### src/rtl/cpu_pkg.sv
// cpu_pkg: shared types and constants for the hardwired ALUSystem sequencer.
package cpu_pkg;

    typedef enum logic [2:0] {FETCH_L, FETCH_H, DECODE, EXEC1, EXEC2, HALT} state_e;

    localparam logic [3:0] OP_LD  = 4'h0;
    localparam logic [3:0] OP_ST  = 4'h1;
    localparam logic [3:0] OP_MOV = 4'h2;
    localparam logic [3:0] OP_ADD = 4'h3;
    localparam logic [3:0] OP_INC = 4'h4;
    localparam logic [3:0] OP_BRA = 4'h5;
    localparam logic [3:0] OP_BNE = 4'h6;
    localparam logic [3:0] OP_NOP = 4'h7;

    localparam logic [1:0] FS_DEC  = 2'b00;
    localparam logic [1:0] FS_INC  = 2'b01;
    localparam logic [1:0] FS_LOAD = 2'b10;
    localparam logic [1:0] FS_CLR  = 2'b11;

    localparam logic [1:0] ARF_PC = 2'd0;
    localparam logic [1:0] ARF_AR = 2'd1;
    localparam logic [1:0] ARF_SP = 2'd2;

    localparam logic [3:0] ALU_PASS_A = 4'b0000;
    localparam logic [3:0] ALU_PASS_B = 4'b0001;
    localparam logic [3:0] ALU_ADD    = 4'b0100;

    typedef struct packed {
        logic [2:0] rf_o1sel;
        logic [2:0] rf_o2sel;
        logic [1:0] rf_funsel;
        logic [1:0] arf_funsel;
        logic [1:0] ir_funsel;
        logic [3:0] rf_rsel;
        logic [3:0] rf_tsel;
        logic [3:0] arf_regsel;
        logic [3:0] alu_funsel;
        logic [1:0] arf_outasel;
        logic [1:0] arf_outbsel;
        logic       ir_lh;
        logic       ir_enable;
        logic       mem_wr;
        logic       mem_cs;
        logic       muxcsel;
        logic [1:0] muxasel;
        logic [1:0] muxbsel;
    } ctrl_t;

    // Memory chip select is active-low, so the idle word keeps it high.
    localparam ctrl_t CTRL_IDLE = '{mem_cs: 1'b1, default: '0};

    // Write enables are MSB-first: index 0 maps to 4'b1000.
    function automatic logic [3:0] onehot(input logic [1:0] i);
        return 4'b1000 >> i;
    endfunction

endpackage

### src/rtl/cpu_sequencer_seq_timer.sv
// seq_timer: one-hot step counter with synchronous clear-to-T[0], advance and hold.
module seq_timer #(
    parameter int T_W = 8
) (
    input  logic           clk_i,
    input  logic           rst_i,
    input  logic           clr_i,
    input  logic           adv_i,
    input  logic           hold_i,
    output logic [T_W-1:0] t_o
);

    logic [T_W-1:0] t_q, t_d;

    always_comb t_d = clr_i ? T_W'(1) : (hold_i || !adv_i) ? t_q : {t_q[T_W-2:0], t_q[T_W-1]};

    always_ff @(posedge clk_i) begin
        if (rst_i) t_q <= T_W'(1);
        else       t_q <= t_d;
    end

    assign t_o = t_q;

endmodule

### src/rtl/cpu_sequencer.sv
// cpu_sequencer: hardwired control unit driving every ALUSystem control input.
// Outputs decode only state and latched-field flops, never IROut directly.
module cpu_sequencer
    import cpu_pkg::*;
#(
    parameter int         T_W     = 8,
    parameter logic [3:0] HALT_OP = 4'hF
) (
    input  logic           Clock,
    input  logic           Reset,
    input  logic [15:0]    IROut,
    input  logic [3:0]     ALUOutFlag,
    output logic [2:0]     RF_O1Sel,
    output logic [2:0]     RF_O2Sel,
    output logic [1:0]     RF_FunSel,
    output logic [1:0]     ARF_FunSel,
    output logic [1:0]     IR_Funsel,
    output logic [3:0]     RF_RSel,
    output logic [3:0]     RF_TSel,
    output logic [3:0]     ARF_RegSel,
    output logic [3:0]     ALU_FunSel,
    output logic [1:0]     ARF_OutASel,
    output logic [1:0]     ARF_OutBSel,
    output logic           IR_LH,
    output logic           IR_Enable,
    output logic           Mem_WR,
    output logic           Mem_CS,
    output logic           MuxCSel,
    output logic [1:0]     MuxASel,
    output logic [1:0]     MuxBSel,
    output logic [T_W-1:0] T,
    output logic           Halted
);

    state_e         state_q, state_d;
    logic           rst_q;
    logic [3:0]     op_q;
    logic [1:0]     rsel_q, dst_q;
    logic           z_q;
    logic [T_W-1:0] t_w;
    ctrl_t          c;
    logic           unused;

    assign unused = ^{IROut[7:0], ALUOutFlag[2:0]};

    always_comb begin
        state_d = state_q;
        case (state_q)
            FETCH_L: state_d = FETCH_H;
            FETCH_H: state_d = DECODE;
            DECODE:  state_d = (IROut[15:12] == HALT_OP) ? HALT : EXEC1;
            EXEC1:   state_d = (op_q == OP_ST) ? EXEC2 : FETCH_L;
            EXEC2:   state_d = FETCH_L;
            HALT:    state_d = HALT;
            default: state_d = FETCH_L;
        endcase
        if (rst_q) state_d = FETCH_L;
    end

    // rst_q stretches the clear word over the cycle after each sampled Reset.
    always_ff @(posedge Clock) begin
        rst_q <= Reset;
        if (Reset) begin
            state_q <= FETCH_L;
            op_q    <= '0;
            rsel_q  <= '0;
            dst_q   <= '0;
            z_q     <= 1'b0;
        end else begin
            state_q <= state_d;
            if (state_q == DECODE) begin
                op_q   <= IROut[15:12];
                rsel_q <= IROut[11:10];
                dst_q  <= IROut[9:8];
                z_q    <= ALUOutFlag[3];
            end
        end
    end

    seq_timer #(.T_W(T_W)) u_timer (
        .clk_i  (Clock),
        .rst_i  (Reset),
        .clr_i  (state_d == FETCH_L),
        .adv_i  (state_q != HALT),
        .hold_i (state_d == HALT),
        .t_o    (t_w)
    );

    always_comb begin
        c = CTRL_IDLE;
        case (state_q)
            FETCH_L, FETCH_H: begin
                c.arf_outbsel = ARF_PC;
                c.mem_cs      = 1'b0;
                c.ir_enable   = 1'b1;
                c.ir_lh       = (state_q == FETCH_H);
                c.ir_funsel   = FS_LOAD;
                c.arf_regsel  = onehot(ARF_PC);
                c.arf_funsel  = FS_INC;
            end
            EXEC1: begin
                case (op_q)
                    OP_LD: begin
                        c.muxasel   = 2'b01;
                        c.rf_funsel = FS_LOAD;
                        c.rf_rsel   = onehot(rsel_q);
                    end
                    OP_ST: begin
                        c.muxbsel    = 2'b01;
                        c.arf_funsel = FS_LOAD;
                        c.arf_regsel = onehot(ARF_AR);
                    end
                    OP_MOV, OP_ADD: begin
                        c.rf_o1sel   = {1'b0, rsel_q};
                        c.rf_o2sel   = (op_q == OP_ADD) ? {1'b0, dst_q} : 3'b000;
                        c.alu_funsel = (op_q == OP_ADD) ? ALU_ADD : ALU_PASS_A;
                        c.muxasel    = 2'b00;
                        c.rf_rsel    = onehot(dst_q);
                        c.rf_funsel  = FS_LOAD;
                    end
                    OP_INC: begin
                        c.rf_funsel = FS_INC;
                        c.rf_rsel   = onehot(rsel_q);
                    end
                    OP_BRA, OP_BNE: begin
                        if (op_q == OP_BRA || !z_q) begin
                            c.muxbsel    = 2'b01;
                            c.arf_regsel = onehot(ARF_PC);
                            c.arf_funsel = FS_LOAD;
                        end
                    end
                    default: ;
                endcase
            end
            EXEC2: begin
                c.arf_outbsel = ARF_AR;
                c.rf_o2sel    = {1'b0, rsel_q};
                c.alu_funsel  = ALU_PASS_B;
                c.mem_cs      = 1'b0;
                c.mem_wr      = 1'b1;
            end
            default: ;
        endcase
        if (rst_q) begin
            c            = CTRL_IDLE;
            c.arf_regsel = 4'b1111;
            c.arf_funsel = FS_CLR;
            c.rf_rsel    = 4'b1111;
            c.rf_tsel    = 4'b1111;
            c.rf_funsel  = FS_CLR;
        end
    end

    assign RF_O1Sel    = c.rf_o1sel;
    assign RF_O2Sel    = c.rf_o2sel;
    assign RF_FunSel   = c.rf_funsel;
    assign ARF_FunSel  = c.arf_funsel;
    assign IR_Funsel   = c.ir_funsel;
    assign RF_RSel     = c.rf_rsel;
    assign RF_TSel     = c.rf_tsel;
    assign ARF_RegSel  = c.arf_regsel;
    assign ALU_FunSel  = c.alu_funsel;
    assign ARF_OutASel = c.arf_outasel;
    assign ARF_OutBSel = c.arf_outbsel;
    assign IR_LH       = c.ir_lh;
    assign IR_Enable   = c.ir_enable;
    assign Mem_WR      = c.mem_wr;
    assign Mem_CS      = c.mem_cs;
    assign MuxCSel     = c.muxcsel;
    assign MuxASel     = c.muxasel;
    assign MuxBSel     = c.muxbsel;
    assign T           = (state_q == HALT) ? '0 : t_w;
    assign Halted      = (state_q == HALT);

endmodule

### config.mk
export PLATFORM = sky130hd
export DESIGN_NAME = cpu_sequencer
export DESIGN_NICKNAME = d
export VERILOG_FILES = /design/src/rtl/cpu_pkg.sv /design/src/rtl/cpu_sequencer_seq_timer.sv /design/src/rtl/cpu_sequencer.sv
export SDC_FILE = /design/constraint.sdc
export NUM_CORES = 1
export LEC_CHECK = 0
export CAP_MARGIN = 40
export CORE_ASPECT_RATIO = 0.9
export CORE_MARGIN = 4
export CORE_UTILIZATION = 41
export CTS_BUF_LIST = sky130_fd_sc_hd__clkbuf_8
export DETAILED_ROUTE_END_ITERATION = 12
export HOLD_SLACK_MARGIN = 0.05
export PLACE_DENSITY = 0.85
export REMOVE_ABC_BUFFERS = 1
export SKIP_CTS_REPAIR_TIMING = 1
export SLEW_MARGIN = 20
export SYNTH_ARGS = -nofsm -noshare
export SYNTH_HDL_FRONTEND = slang
export SYNTH_HIERARCHICAL = 1
export SYNTH_SLANG_ARGS = --single-unit
### constraint.sdc
create_clock -name Clock -period 2.7 [get_ports Clock]
set_clock_uncertainty 0.1 [all_clocks]
set_input_delay 0.81 -clock Clock [delete_from_list [all_inputs] [get_ports Clock]]
set_output_delay 0.81 -clock Clock [all_outputs]
set_load 0.02 [all_outputs]
==> impl.org, run 1 <==
** Synth
- Summing the areas of all compound-gate instances in the mapped netlist gives 14.2% of the synthesized area.
- Share of async-settable or async-resettable flops after synthesis :: 0%
- Of the total synthesized cell area, the portion taken by AND, OR, NAND and NOR gates is 32.6%.
- Post-Synthesis Cell Area :: 0.00142 mm²
- Count of flip-flops with a built-in enable after synthesis :: 0
- Count of mapped cells out of synthesis :: 176
- After synthesis, the share of cell area in mux cells is 8.47%.
- Adder-cell area share of the yosys netlist :: 0%
- Xor/xnor cell area share of the yosys netlist :: 0%
- Counting distinct cell types in the post-synthesis netlist gives 39.
- Average instance area after synthesis :: 8.05 µm²
- The Yosys step of the flow raised 6 warnings.
- Primary FF master, synth :: sky130_fd_sc_hd__dfxtp_1
- Fraction of the yosys area taken by sequential cells :: 29.7%
- After synthesis, the largest family of logic cells by area is simple AND/OR/NAND/NOR gates.
- Counting flops and latches in the post-synthesis netlist gives 21.

** Layout
- Area taken by flip-flops and latches :: 427 µm²
- Layout Nets :: 245
- The repair_antennas step left the layout with diodes totalling 0.
- The top cell types in the final layout, fill and taps aside, are sky130_fd_sc_hd__dlymetal6s2s_1, sky130_fd_sc_hd__clkdlybuf4s50_1, sky130_fd_sc_hd__nor2_1, sky130_fd_sc_hd__nand2_1, sky130_fd_sc_hd__dfxtp_1.
- Fill cells in the final layout number 266.
- Total area of multi-input combinational cells :: 858 µm²
- Final core utilization :: 64.6%
- The library cell used most frequently in the layout, excluding fill and tap cells, is sky130_fd_sc_hd__dlymetal6s2s_1.
- Layout cells sized above 1 :: 16.7%
- The area growth from synthesis to layout is 45.2%.

** GRT
- Total global routing track utilization :: 16.5%
- Vias in the first global route :: 1,335
- Entering global routing, the biggest net connects 28 pins.
- First-pass GRT wire length :: 6.05 mm
- Overall overflow remaining after global route :: 0
- The number of antenna violations at the first check in global routing was 0.

** Timing
- Hold violation total from the final report :: 0
- Setup violations remaining at the end of the flow were counted as 0.
- Based on the critical path, the design can be clocked at up to 380 MHz.
- The number of pins with negative max-slew slack in the final report came to 0.
- Period Utilization, post-route :: 97.4%
- The routed design could run at a clock period as short as 2630 ps.

** Floorplanning
- Boundary Pins :: 72
- The region available for standard cell placement spans 0.00319 mm².
- The floorplan has 19 rows.
- Vertical die dimension :: 63.8 µm
- The initial utilization of the core area, before any placement, comes to 44.5%.
- Floorplan die area :: 0.00446 mm²
- Die Width :: 70.0 µm

** Routing
- Number of optimization iterations in the first detailed-route pass :: 4
- For this block, the initial DRC count from the detailed router was 89.
- The final route contains 1,399 vias.
- Using the TritonRoute via totals, the vias-per-cell ratio works out to 5.30.
- Routed wire length :: 3.81 mm
- After detailed routing, the number of remaining DRC violations is 0.
- Dividing the detail-routed wire length by the instance count gives 14.4 µm.
- Antenna Violating Nets Remaining :: 0

** Outcome
- Run status :: complete, no violations

** Min path
- The worst hold path belongs to the class reg2reg.
- In this run the most critical hold path is launched from u_timer/t_o[2].

** Clocking
- Root Buffer Master :: sky130_fd_sc_hd__clkbuf_8
- In this run the number of H-tree levels came out at 1.
- CTS Buf Count :: 3
- CTS sink count :: 21
- The longest clock path from root to sink contains 2 buffers.
- Clk Latency, worst-skew pair :: 270 ps
- Clock-pin slew reported for the worst setup and hold paths after clock tree synthesis :: 80 ps
- TritonCTS built the clock tree.

** Pwr
- For this design the static power due to leakage is 1.19 nW.
- Power density over the cells :: 331 mW/mm²
- Peak supply drop :: 0.252 mV
- Power after layout :: 0.681 mW

** Critical path
- Data on the critical path is required at its endpoint by 1790 ps.
- The most critical setup path has its startpoint at state_q[1].
- STA classifies the critical path endpoint as a primary output.
- The worst setup path is launched from a register.
- Kind of critical path :: reg2out
- STA puts the critical path data arrival time at 1720 ps.
- Of all nets on the critical path, the largest fanout is 11.
- The worst register-to-register path begins at op_q[1].

** Flow run
- Count of maximum capacitance violations :: 0

** Place
- Detailed placement finished with a half-perimeter wire length of 2.69 mm.
- Placer congestion estimate :: 0.899
- Input and output buffers added on the ports amount to 49.
cell families after synthesis:
logic type / count (synthesis)
AND/OR/NAND/NOR: 81
other: 1
AO/OA/AOI/OAI: 28
buffers and inverters: 33
flip-flops: 21
multiplexers: 12
worst paths after layout:
kind | to | slack [ps] | depth (start not counted)
max | Halted | 70 | 4
min | u_timer/t_o[3] | 370 | 2
max reg2reg | u_timer/t_o[0] | 670 | 6
min reg2reg | u_timer/t_o[3] | 370 | 2
critical path, cell delays in order, from the launching register on:
cell and delay, ps:
sky130_fd_sc_hd__dfxtp_2 370, sky130_fd_sc_hd__buf_4 160, sky130_fd_sc_hd__nand3b_4 210, sky130_fd_sc_hd__inv_2 110
sky130_fd_sc_hd__clkdlybuf4s50_1 610
stage by stage:
step | instance area [µm²] | setup TNS [ps] | setup slack [ps] | instances | hold WS, ps
after global routing | 2060 | -4.11 | -4.01 | 264 | 400
after detailed placement | 1900 | 0 | 41.8 | 260 | 361
final | 2060 | 0 | 71.2 | 264 | 371
after floorplan | 1250 | -1280 | -235 | 154 | 340
after CTS | 1950 | -4440 | -255 | 264 | 372
after global placement | 1900 | 0 | 82.5 | 260 | 351
cell usage after synthesis (3+ instances only):
cell type	number	area, µm²
sky130_fd_sc_hd__buf_4	21	158
sky130_fd_sc_hd__dfxtp_1	21	420
sky130_fd_sc_hd__nor2_1	18	67.6
sky130_fd_sc_hd__nand2_1	17	63.8
sky130_fd_sc_hd__mux2i_1	12	120
sky130_fd_sc_hd__nor2b_1	10	62.6
sky130_fd_sc_hd__a21oi_1	9	45.0
sky130_fd_sc_hd__and2_1	9	56.3
sky130_fd_sc_hd__o21bai_1	8	60.1
sky130_fd_sc_hd__clkbuf_1	5	18.8
sky130_fd_sc_hd__nor3_1	5	25.0
sky130_fd_sc_hd__buf_2	4	20.0
sky130_fd_sc_hd__nor3b_1	4	30.0
sky130_fd_sc_hd__nand2b_1	3	18.8
sequential cells by signal, summed over array words and instances, names as in the netlist:
| signal | flops |
|---|---|
| op_q | 4 |
| rsel_q | 2 |
| z_q | 1 |
| state_q | 3 |
| rst_q | 1 |
| dst_q | 2 |
| u_timer/t_o | 8 |
power breakdown:
part,leakage (nW),total (mW),switching (mW),internal [mW]
Clock,0.0255,0.212,0.109,0.103
Sequential,0.173,0.326,0.00946,0.317
Combinational,0.989,0.142,0.0770,0.0654
layer usage:
metal | share of wire, % | vias to the layer above | wire length, µm | GRT usage, %
met4 | 2.2 | 0 | 84 | 8.61
met2 | 45 | 55 | 1730 | 26.5
li1 | - | 667 | - | -
met5 | 0 | - | 0 | 0
met1 | 46 | 669 | 1760 | 21.3
met3 | 6.3 | 8 | 242 | 2.66
layout make-up:
class | instances | share of cell area, %
clock buffers | 3 | 2.01
well taps | 42 | 2.55
repair buffers | 64 | 32.6
flip-flops and latches | 21 | 20.7
clock inverters | 1 | 0.243
inverters | 1 | 0.182
multi-input cells | 132 | 41.7
No activity file was read; power rests on OpenSTA's default activity.
==> inputs of run 2 (changes only) <==
- CORE_MARGIN: 4 -> default
==> run 2 against run 1 <==
Effect of this change:
- power shrank 1.7%
- utilization grew 0.68 points
- design area grew 0.30%
- first-iteration DRC count shrank 15%
- critical path type unchanged
- critical endpoint is now ALU_FunSel[0]
- largest cell class unchanged
==> impl.org, run 2 (synthesis results as in run 1) <==
** GRT
- The pin count of the biggest net entering global routing is 28 (unchanged).
- M3 GR Usage :: 1.57% (-1.1 points)
- The number of antenna violations at the first check in global routing was 0 (unchanged).
- The global-route wire length before repair is 5.40 mm (-11%).
- The via count of the first global-routing pass is 1,104 (-17%).
- Met1 track demand over resource in global routing :: 26.1% (+4.9 points)
- Overall overflow remaining after global route :: 0 (unchanged)
- The routing usage on met2 was 29.5% (+3.0 points).
- Busiest metal layer after global routing :: met2
- The overall fraction of global-route tracks in use was 18.4% (+1.9 points).

** Floorplanning
- Die Width :: 64.0 µm (-8.6%)
- The row count came to 19 (unchanged).
- The area of the core is 0.00316 mm² (-0.75%).
- Initial core utilization :: 44.8% (+0.33 points)
- Boundary Pins :: 72 (unchanged)
- The die area was 0.00370 mm² (-17%).
- The die height is 57.8 µm (-9.4%).

** Clocking
- TritonCTS clock tree :: done
- The number of levels the H-tree was split into is 1 (unchanged).
- CTS sink count :: 21 (unchanged)
- The maximum number of buffers from clock root to sink is 2 (unchanged).
- The number of buffers added by the clock tree synthesis step was 3 (unchanged).
- The worst-skew pair later-pin latency came to 260 ps (about the same).
- The clock input transition at the sequential cells of the worst setup and hold paths is 80 ps (about the same).
- Clock tree synthesis selected as its root buffer the cell sky130_fd_sc_hd__clkbuf_8.

** Routing
- Number of optimization iterations in the first detailed-route pass :: 4 (unchanged)
- Via count :: 1,321 (-5.6%)
- Detailed router's first-iteration violation count :: 76 (-15%)
- Routed wire length :: 3.42 mm (-10%)
- The number of nets still failing antenna checks after routing is 0 (unchanged).
- The DRC violation count after routing came to 0 (unchanged).
- Routed length per placed instance :: 13.0 µm (-9.8%)
- The routed via count divided by cell count came to 5.04 (-4.9%).

** Critical path
- STA classifies the critical path startpoint as a register.
- The required time reported for the critical path endpoint is 1790 ps (about the same).
- The largest fanout of any net on the critical path came to 5 (-6).
- The data arrival at the endpoint of the critical path is 1670 ps (-50 ps).
- Peak per-stage delay on the critical path :: 600 ps (about the same)
- The reg-to-reg setup timing slack is 680 ps (about the same).
- Slowest-stage cell, CP :: sky130_fd_sc_hd__clkdlybuf4s50_1
- The setup path with the least slack is of type reg2out.
- Cells traversed along the worst timing path :: nor3b_4, nor2b_1, clkdlybuf4s50_1
- The worst setup path is captured at a primary output.

** Pwr
- The net switching share of the total power was 27.8% (-0.96 points).
- The portion of total power attributed to sequential cells came to 48.9% (+1.0 points).
- The maximum vdd ir drop is 0.224 mV (-11%).
- The part of the power in combinational logic was 20.7% (-0.2 points).
- The clock network fraction of design power came to 30.4% (-0.8 points).
- The cell internal power dissipation came to 0.484 mW (-0.34%).
- Switching power :: 0.186 mW (-4.9%)
- Pleak :: 1.22 nW (+3.1%)
- Power density over the cells :: 324 mW/mm² (-2.0%)

** Timing
- The final critical-path required period was 2580 ps (-48.0 ps).
- The top achievable clock speed came to 387 MHz (+1.9%).
- The post-route fraction of the period consumed by the critical path came to 95.6% (-1.8 points).
- Setup repair after global routing missed its margin :: false
- The number of pins with negative max-slew slack in the final report was 0 (unchanged).
- Count of final setup violators :: 0 (unchanged)
- Tightest hold margin :: 366 ps (-5.88 ps)
- Accumulated negative setup slack :: 0 ps (unchanged)
- The number of hold violations in the final report is 0 (unchanged).

** Layout
- Layout cells sized above 1 :: 15.9% (-0.76 points)
- The library cell used most frequently in the layout, excluding fill and tap cells, is sky130_fd_sc_hd__dlymetal6s2s_1.
- Area taken by flip-flops and latches :: 425 µm² (-0.29%)
- Synth-to-Final Area Change :: 45.6%
- Total area of multi-input combinational cells :: 870 µm² (+1.3%)
- The number of fill cells in the layout was 254 (-4.5%).
- Max FFs per register :: 8 (unchanged)
- The number of diodes added for antenna fixing is 0 (unchanged).
- Layout Nets :: 243 (-0.82%)
- Commonest cells after routing, fill and taps aside :: sky130_fd_sc_hd__dlymetal6s2s_1, sky130_fd_sc_hd__clkdlybuf4s50_1, sky130_fd_sc_hd__nor2_1, sky130_fd_sc_hd__nand2_1, sky130_fd_sc_hd__dfxtp_1

** Min path
- The path class of the tightest hold or removal check is reg2reg.

** Place
- The count of input and output buffers was 49 (unchanged).
- The placed wire-length estimate came to 2.44 mm (-9.4%).
- Placer congestion estimate :: 0.815 (-9.4%)

** Outcome
- Run status :: complete, no violations

** Flow run
- The number of maximum-capacitance constraint violations is 0 (unchanged).
run 2: cell type report:
type	count	area share (%)
clock buffers	3	2.00
clock inverters	1	0.242
inverters	1	0.182
multi-input cells	132	42.1
flip-flops and latches	21	20.6
well taps	42	2.55
repair buffers	62	32.3
run 2: through the flow:
step | utilization, % | std cells | total power [mW] | setup WS [ps] | instance area, µm²
floorplan | - | 154 | 0.404 | -235 | 1250
global placement | 59.8 | 258 | 0.470 | 83.6 | 1890
detailed placement | 59.8 | 258 | 0.472 | 44.0 | 1890
CTS | 61.2 | 262 | 0.675 | -248 | 1940
global route | 65.3 | 262 | 0.701 | 25.9 | 2060
finish | 65.3 | 262 | 0.670 | 119 | 2060
run 2: final timing paths:
kind	endpoint	depth (start not counted)	from
worst max register to register	u_timer/t_o[0]	6	op_q[1]
worst max-delay path	ALU_FunSel[0]	3	state_q[2]
worst min register to register	u_timer/t_o[7]	2	u_timer/t_o[6]
worst min-delay path	u_timer/t_o[7]	2	u_timer/t_o[6]
run 2: power by group through the flow:
| stage | combinational (mW) | clock, mW | sequential [mW] |
|---|---|---|---|
| after global routing | 0.148 | 0.224 | 0.329 |
| after floorplan | 0.0628 | 0 | 0.342 |
| after CTS | 0.140 | 0.209 | 0.325 |
| after detailed placement | 0.140 | 0 | 0.333 |
| final | 0.138 | 0.204 | 0.327 |
| after global placement | 0.138 | 0 | 0.332 |
run 2: layer usage:
metal / up-vias / wire length, µm
met4: 0 / 22
met2: 59 / 1580
met5: - / 0
met1: 600 / 1580
li1: 660 / -
met3: 2 / 230
run 2: critical path: cells and delay by family (launching register included):
| family | cells | cell delay, ps |
|---|---|---|
| buf+inv | 1 | 600 |
| flops | 1 | 410 |
| simple gates | 2 | 400 |
==> inputs of run 3 (changes only) <==
- CORE_UTILIZATION: 41 -> 37
- PLACE_DENSITY: 0.85 -> 0.81
- TNS_END_PERCENT: default -> 5
- clock period: 2.7 -> 2.15 ns (I/O delays scaled with it)
==> run 3 against run 2 <==
Effect of this change:
- largest power group unchanged
- critical endpoint is now RF_RSel[2]
- die area is 10% higher
- sequential power increased by 24%
- routed wire length grew 17%
- global-route usage is 0.61 points lower
- highest routed layer unchanged
- via count is 8.3% higher
- critical path depth up 3
- clock power grew 27%
- the run now ends with setup timing left
- first-iteration DRC count grew 26%
- register-to-register slack worse by 600 ps
- worst hold slack better by 3.5 ps
- count of clock-buffer cells in the layout is the same
==> impl.org, run 3 (synthesis results as in run 1) <==
** Layout
- The layout cell share with drive strength beyond 1 came to 38.7% (+23 points).
- In the layout the commonest cells are sky130_fd_sc_hd__buf_4, sky130_fd_sc_hd__nor2_1, sky130_fd_sc_hd__nand2_1, sky130_fd_sc_hd__dfxtp_1, sky130_fd_sc_hd__clkbuf_2.
- The number of diodes added for antenna fixing is 0 (unchanged).
- Leading cell type in the layout, fill and taps excluded :: sky130_fd_sc_hd__buf_4
- Synth-to-Final Area Change :: 51.0%
- The total number of nets in the final design is 266 (+9.5%).
- Final core utilization :: 60.7% (-4.6 points)
- The flip-flop count of the largest register after layout is 8 (unchanged).
- The number of cells in the finished layout apart from fillers is 287 (+9.5%).

** GRT
- The overall fraction of global-route tracks in use came to 17.8% (-0.61 points).
- Number of antenna violations at the first check in global routing :: 0 (unchanged)
- Overall overflow remaining after global route :: 0 (unchanged)
- Vias in the first global route :: 1,275 (+15%)
- The pin count of the biggest net entering global routing is 28 (unchanged).
- The global-route wire length before repair was 5.64 mm (+4.5%).

** Clocking
- CTS Buf Count :: 3 (unchanged)
- TritonCTS built the clock tree.
- The tree is rooted in a sky130_fd_sc_hd__clkbuf_8.
- The number of clock sinks seen by CTS was 21 (unchanged).
- The clock input transition at the sequential cells of the worst setup and hold paths is 80 ps (about the same).
- H-tree levels :: 1 (unchanged)
- The worst-skew pair later-pin latency came to 260 ps (about the same).
- Max clock buf depth :: 2 (unchanged)

** Critical path
- Crit path arrival time :: 1510 ps (-160 ps)
- The required time reported for the critical path endpoint was 1400 ps (-390 ps).
- Critical path origin :: op_q[0]
- Kind of critical path :: reg2out
- The startpoint identified for the worst register-to-register timing path is op_q[1].
- Crit end category :: primary output
- STA classifies the critical path startpoint as a register.
- Worst Path Max Fanout :: 5 (unchanged)

** Routing
- The violation count after the first detailed-routing iteration was 96 (+26%).
- DRC viols :: 0 (unchanged)
- Routed length per placed instance :: 13.9 µm (+6.6%)
- Vias/cell :: 4.98 (-1.2%)
- The number of nets still failing antenna checks after routing came to 0 (unchanged).
- The first-pass detailed-route iteration total was 5 (+1).
- Via count :: 1,430 (+8.3%)
- The sum of routed wire length over all layers came to 3.99 mm (+17%).

** Timing
- Period Utilization, post-route :: 105%
- For the finished layout, the period the worst path requires is 2260 ps.
- Static timing analysis puts the maximum clock frequency at 443 MHz.
- The number of pins with negative max-slew slack in the final report came to 0 (unchanged).
- Count of final setup violators :: 10 (+10)
- Setup repair after global routing missed its margin :: true
- Post-route worst setup slack :: -109 ps (-228 ps)
- Hold violation total from the final report :: 0 (unchanged)

** Place
- Cell Count Post-Placement :: 280 (+8.5%)
- The final RePlAce weighted congestion came to 0.783 (-4.0%).
- The count of input and output buffers came to 49 (unchanged).
- DPL Wire Length :: 2.68 mm (+10%)
- The pre-CTS setup slack is -308 ps (-351 ps).

** Floorplanning
- The number of I/O pins was 72 (unchanged).
- The die height was 60.7 µm (+5.1%).
- The area of the core came to 0.00353 mm² (+12%).
- Number of placement rows :: 20 (+1)
- Die Width :: 67.2 µm (+5.1%)
- Floorplan die area :: 0.00408 mm² (+10%)
- The effective utilization at floorplan came to 40.2% (-4.7 points).

** Pwr
- The leakage power is 1.08 nW (-12%).
- Power density over the cells :: 398 mW/mm² (+23%)
- Power after layout :: 0.853 mW (+27%)
- The maximum vdd ir drop was 0.278 mV (+24%).

** Min path
- Class of the tightest hold or removal check :: reg2reg
- In this run the most critical hold path is launched from u_timer/t_o[6].

** Flow run
- Count of maximum capacitance violations :: 0 (unchanged)

** Outcome
- The flow ran to the end, but the final reports show violations.
- The final reports fail on setup timing.
==> run 3: cell count changes in the layout (fill, tap and decap cells not counted), sizes merged <==
cell and change:
buf +36, clkbuf +14, clkdlybuf4s50 -9, clkinv -1, dlymetal6s2s -18, inv +1
==> run 3: routing by layer <==
metal	GRT usage (%)	vias up	share of wire, %
met5	0	-	0
met4	5.17	0	0.40
met3	1.32	2	4.3
met2	29.0	41	50
met1	25.1	684	45
li1	-	703	-
==> run 3: area by class of cell <==
cell class	instances	area (µm²)
fillers	316	1390
multi-input cells	132	907
repair buffers	85	688
flip-flops and latches	21	442
well taps	44	55.1
clock buffers	3	41.3
clock inverters	1	3.75
inverters	1	3.75
==> run 3: metrics by stage <==
stage               hold WS (ps)  TNS [ps]  cell area (µm²)
CTS                          369    -16610             2090
detailed placement           359     -7420             2040
floorplan                    340     -9990             1250
global placement             350     -6510             2040
finish                       369      -635             2140
global route                 395     -1410             2140
==> run 3: path summary, 6_finish.rpt <==
kind / end / slack (ps) / cells after the start
max: RF_RSel[2] / -110 / 6
min: u_timer/t_o[6] / 370 / 2
max reg2reg: u_timer/t_o[0] / 80 / 6
min reg2reg: u_timer/t_o[6] / 370 / 2
==> run 3: worst max-delay path, cell delays in order (launching register included) <==
cell and delay [ps]:
sky130_fd_sc_hd__dfxtp_4 370, sky130_fd_sc_hd__buf_4 140, sky130_fd_sc_hd__nor3_2 160, sky130_fd_sc_hd__buf_4 170, sky130_fd_sc_hd__mux2i_1 180, sky130_fd_sc_hd__o21bai_1 70, sky130_fd_sc_hd__buf_2 160
==> run 3: where the power goes <==
part           total, mW  switching, mW  internal [mW]  leakage [nW]
sequential         0.406         0.0126          0.393         0.175
combinational      0.188          0.101         0.0867         0.879
clock              0.260          0.132          0.127        0.0269
==> patch, RTL diff (settings of run 1) <==
Add an input register stage for `IROut` and `ALUOutFlag`; this delays them by one clock.
--- a/src/rtl/cpu_sequencer.sv
+++ b/src/rtl/cpu_sequencer.sv
@@ -32,6 +32,14 @@
     output logic           Halted
 );
 
+    logic [15:0] IROut_q;
+    logic [3:0] ALUOutFlag_q;
+
+    always_ff @(posedge Clock) begin
+        IROut_q      <= IROut;
+        ALUOutFlag_q <= ALUOutFlag;
+    end
+
     state_e         state_q, state_d;
     logic           rst_q;
     logic [3:0]     op_q;
@@ -41,14 +49,14 @@
     ctrl_t          c;
     logic           unused;
 
-    assign unused = ^{IROut[7:0], ALUOutFlag[2:0]};
+    assign unused = ^{IROut_q[7:0], ALUOutFlag_q[2:0]};
 
     always_comb begin
         state_d = state_q;
         case (state_q)
             FETCH_L: state_d = FETCH_H;
             FETCH_H: state_d = DECODE;
-            DECODE:  state_d = (IROut[15:12] == HALT_OP) ? HALT : EXEC1;
+            DECODE:  state_d = (IROut_q[15:12] == HALT_OP) ? HALT : EXEC1;
             EXEC1:   state_d = (op_q == OP_ST) ? EXEC2 : FETCH_L;
             EXEC2:   state_d = FETCH_L;
             HALT:    state_d = HALT;
@@ -69,10 +77,10 @@
         end else begin
             state_q <= state_d;
             if (state_q == DECODE) begin
-                op_q   <= IROut[15:12];
-                rsel_q <= IROut[11:10];
-                dst_q  <= IROut[9:8];
-                z_q    <= ALUOutFlag[3];
+                op_q   <= IROut_q[15:12];
+                rsel_q <= IROut_q[11:10];
+                dst_q  <= IROut_q[9:8];
+                z_q    <= ALUOutFlag_q[3];
             end
         end
     end
Behaviour: not the same (Yosys sat finds a counterexample within 10 cycles, from zero or initial values and one cycle with Reset high).
==> patch against run 1 <==
Sequential cell count is 9 higher; total power is 42% higher; register-to-register slack better by 0.16 ns; setup slack worse by 0.22 ns; first-iteration DRC count is 4.5% lower; critical path type unchanged; critical path depth stayed put; final cell count is 3.8% higher; cell area is 6.6% higher; largest power group unchanged; routed wire length is 1.2% lower; via count is 2.1% lower; sequential power is 44% higher; the run now ends with negative setup slack left; area after synthesis is 12% higher.
==> patch: results <==
[status]
outcome = finished with violations
violations = negative setup slack

[clocking]
worstSkewPairLatency_ns = 0.29
cts_made_buffers = 5
max-clock-path-buffers = 2
clock_tree.root_cell = clkbuf_8
path_clk_slew_ns = 0.06
cts_htree_levels = 2

[synth]
synth_mux_area_frac = 0.0758
ys_seq_area_frac = 0.379
synth_compound_area_frac = 0.126
synth-xor-area-share = 0
ys_top_cells_by_area = dfxtp_1 (38%), buf_4 (9.0%), mux2i_1 (7.6%)
ys_types = 41
synth_warnings = 6
ys_top_cells_by_count = dfxtp_1 (30), buf_4 (19), nand2_1 (19), nor2_1 (15), mux2i_1 (12)
synth-adder-area-share = 0

[grt]
grt_overflow_total = 0
grt_pass1_vias = 1216
grt_usage = 0.152
antenna_found_initial = 0
grt_pass1_wl_um = 5660
grt_start_max_net_pins = 14

[timing]
setup_viol_count_final = 6
tightest_slew_ns = 0.525
setup_slack_ns = -0.150
hold_violations = 0
setup_tns_ns = -0.647

[layout]
drive_gt1_frac = 0.136
nets = 249
antenna_cells = 0

[worst_setup_path]
r2r_slack_ns = 0.83
path_max_fanout = 7

[pwr]
power.leakage_nw = 1.20
swShare = 0.256
vdd_drop_max_mv = 0.322

[drt]
vias = 1370
ant_nets = 0
routed_wl_um = 3770
drtIter0Drc = 85

[place]
hpwl_um = 2720
io_buffers = 49
gp_congestion = 0.861

[worst_hold_path]
hp-class = flip-flop to flip-flop
==> patch: layout make-up <==
cell class / count / area (um2)
tap: 46 / 57.6
fill: 336 / 1540
clock buffer: 6 / 82.6
timing repair buffer: 61 / 638
sequential: 30 / 602
multi-input combinational: 126 / 793
inverter: 3 / 11.3
clock inverter: 2 / 8.76
==> patch: cells by family (layout without fill, tap and decap cells) <==
logic type | after synthesis | in the layout
muxes | 12 | 12
other | 1 | 11
AOI/OAI and AO/OA | 30 | 30
DFF | 30 | 30
and+or+nand+nor | 72 | 73
buffers and inverters | 36 | 72
==> patch: critical path: stages (launching register included) <==
cell	delay, ns
dfxtp_1	0.45
nor4b_2	0.32
nand4b_1	0.18
nand2_1	0.10
clkdlybuf4s50_1	0.61
==> patch: through the flow <==
| stage | instance area [um2] | setup slack, ns | std cells | util | hold slack, ns |
|---|---|---|---|---|---|
| 2_1_floorplan | 1400 | -0.529 | 158 | - | 0.340 |
| 3_3_place_gp | 2030 | 0.0499 | 265 | 0.545 | 0.346 |
| 3_5_place_dp | 2030 | 0.0304 | 265 | 0.545 | 0.356 |
| 4_1_cts | 2120 | -0.284 | 273 | 0.569 | 0.362 |
| 5_1_grt | 2190 | -0.281 | 274 | 0.588 | 0.387 |
| 6_report | 2190 | -0.150 | 274 | 0.588 | 0.354 |
==> patch: routing by layer <==
layer | track usage | share of wire | up-vias
li1 | - | - | 680
met1 | 0.180 | 0.41 | 634
met2 | 0.250 | 0.50 | 52
met3 | 0.0543 | 0.076 | 4
met4 | 0.0543 | 0.010 | 0
met5 | 0 | 0 | -
==> patch: power by group through the flow <==
stage / clock network, mW / registers [mW] / logic, mW
2_1_floorplan: 0 / 0.485 / 0.0619
3_3_place_gp: 0 / 0.478 / 0.137
3_5_place_dp: 0 / 0.479 / 0.139
4_1_cts: 0.370 / 0.469 / 0.140
5_1_grt: 0.397 / 0.471 / 0.148
6_report: 0.361 / 0.469 / 0.138
==> patch: worst paths after layout <==
kind / startpoint / to / cells after the start
max: op_q[0] / ARF_RegSel[2] / 4
min: u_timer/t_o[5] / u_timer/t_o[6] / 2
max reg2reg: state_q[2] / u_timer/t_o[2] / 7
min reg2reg: u_timer/t_o[5] / u_timer/t_o[6] / 2
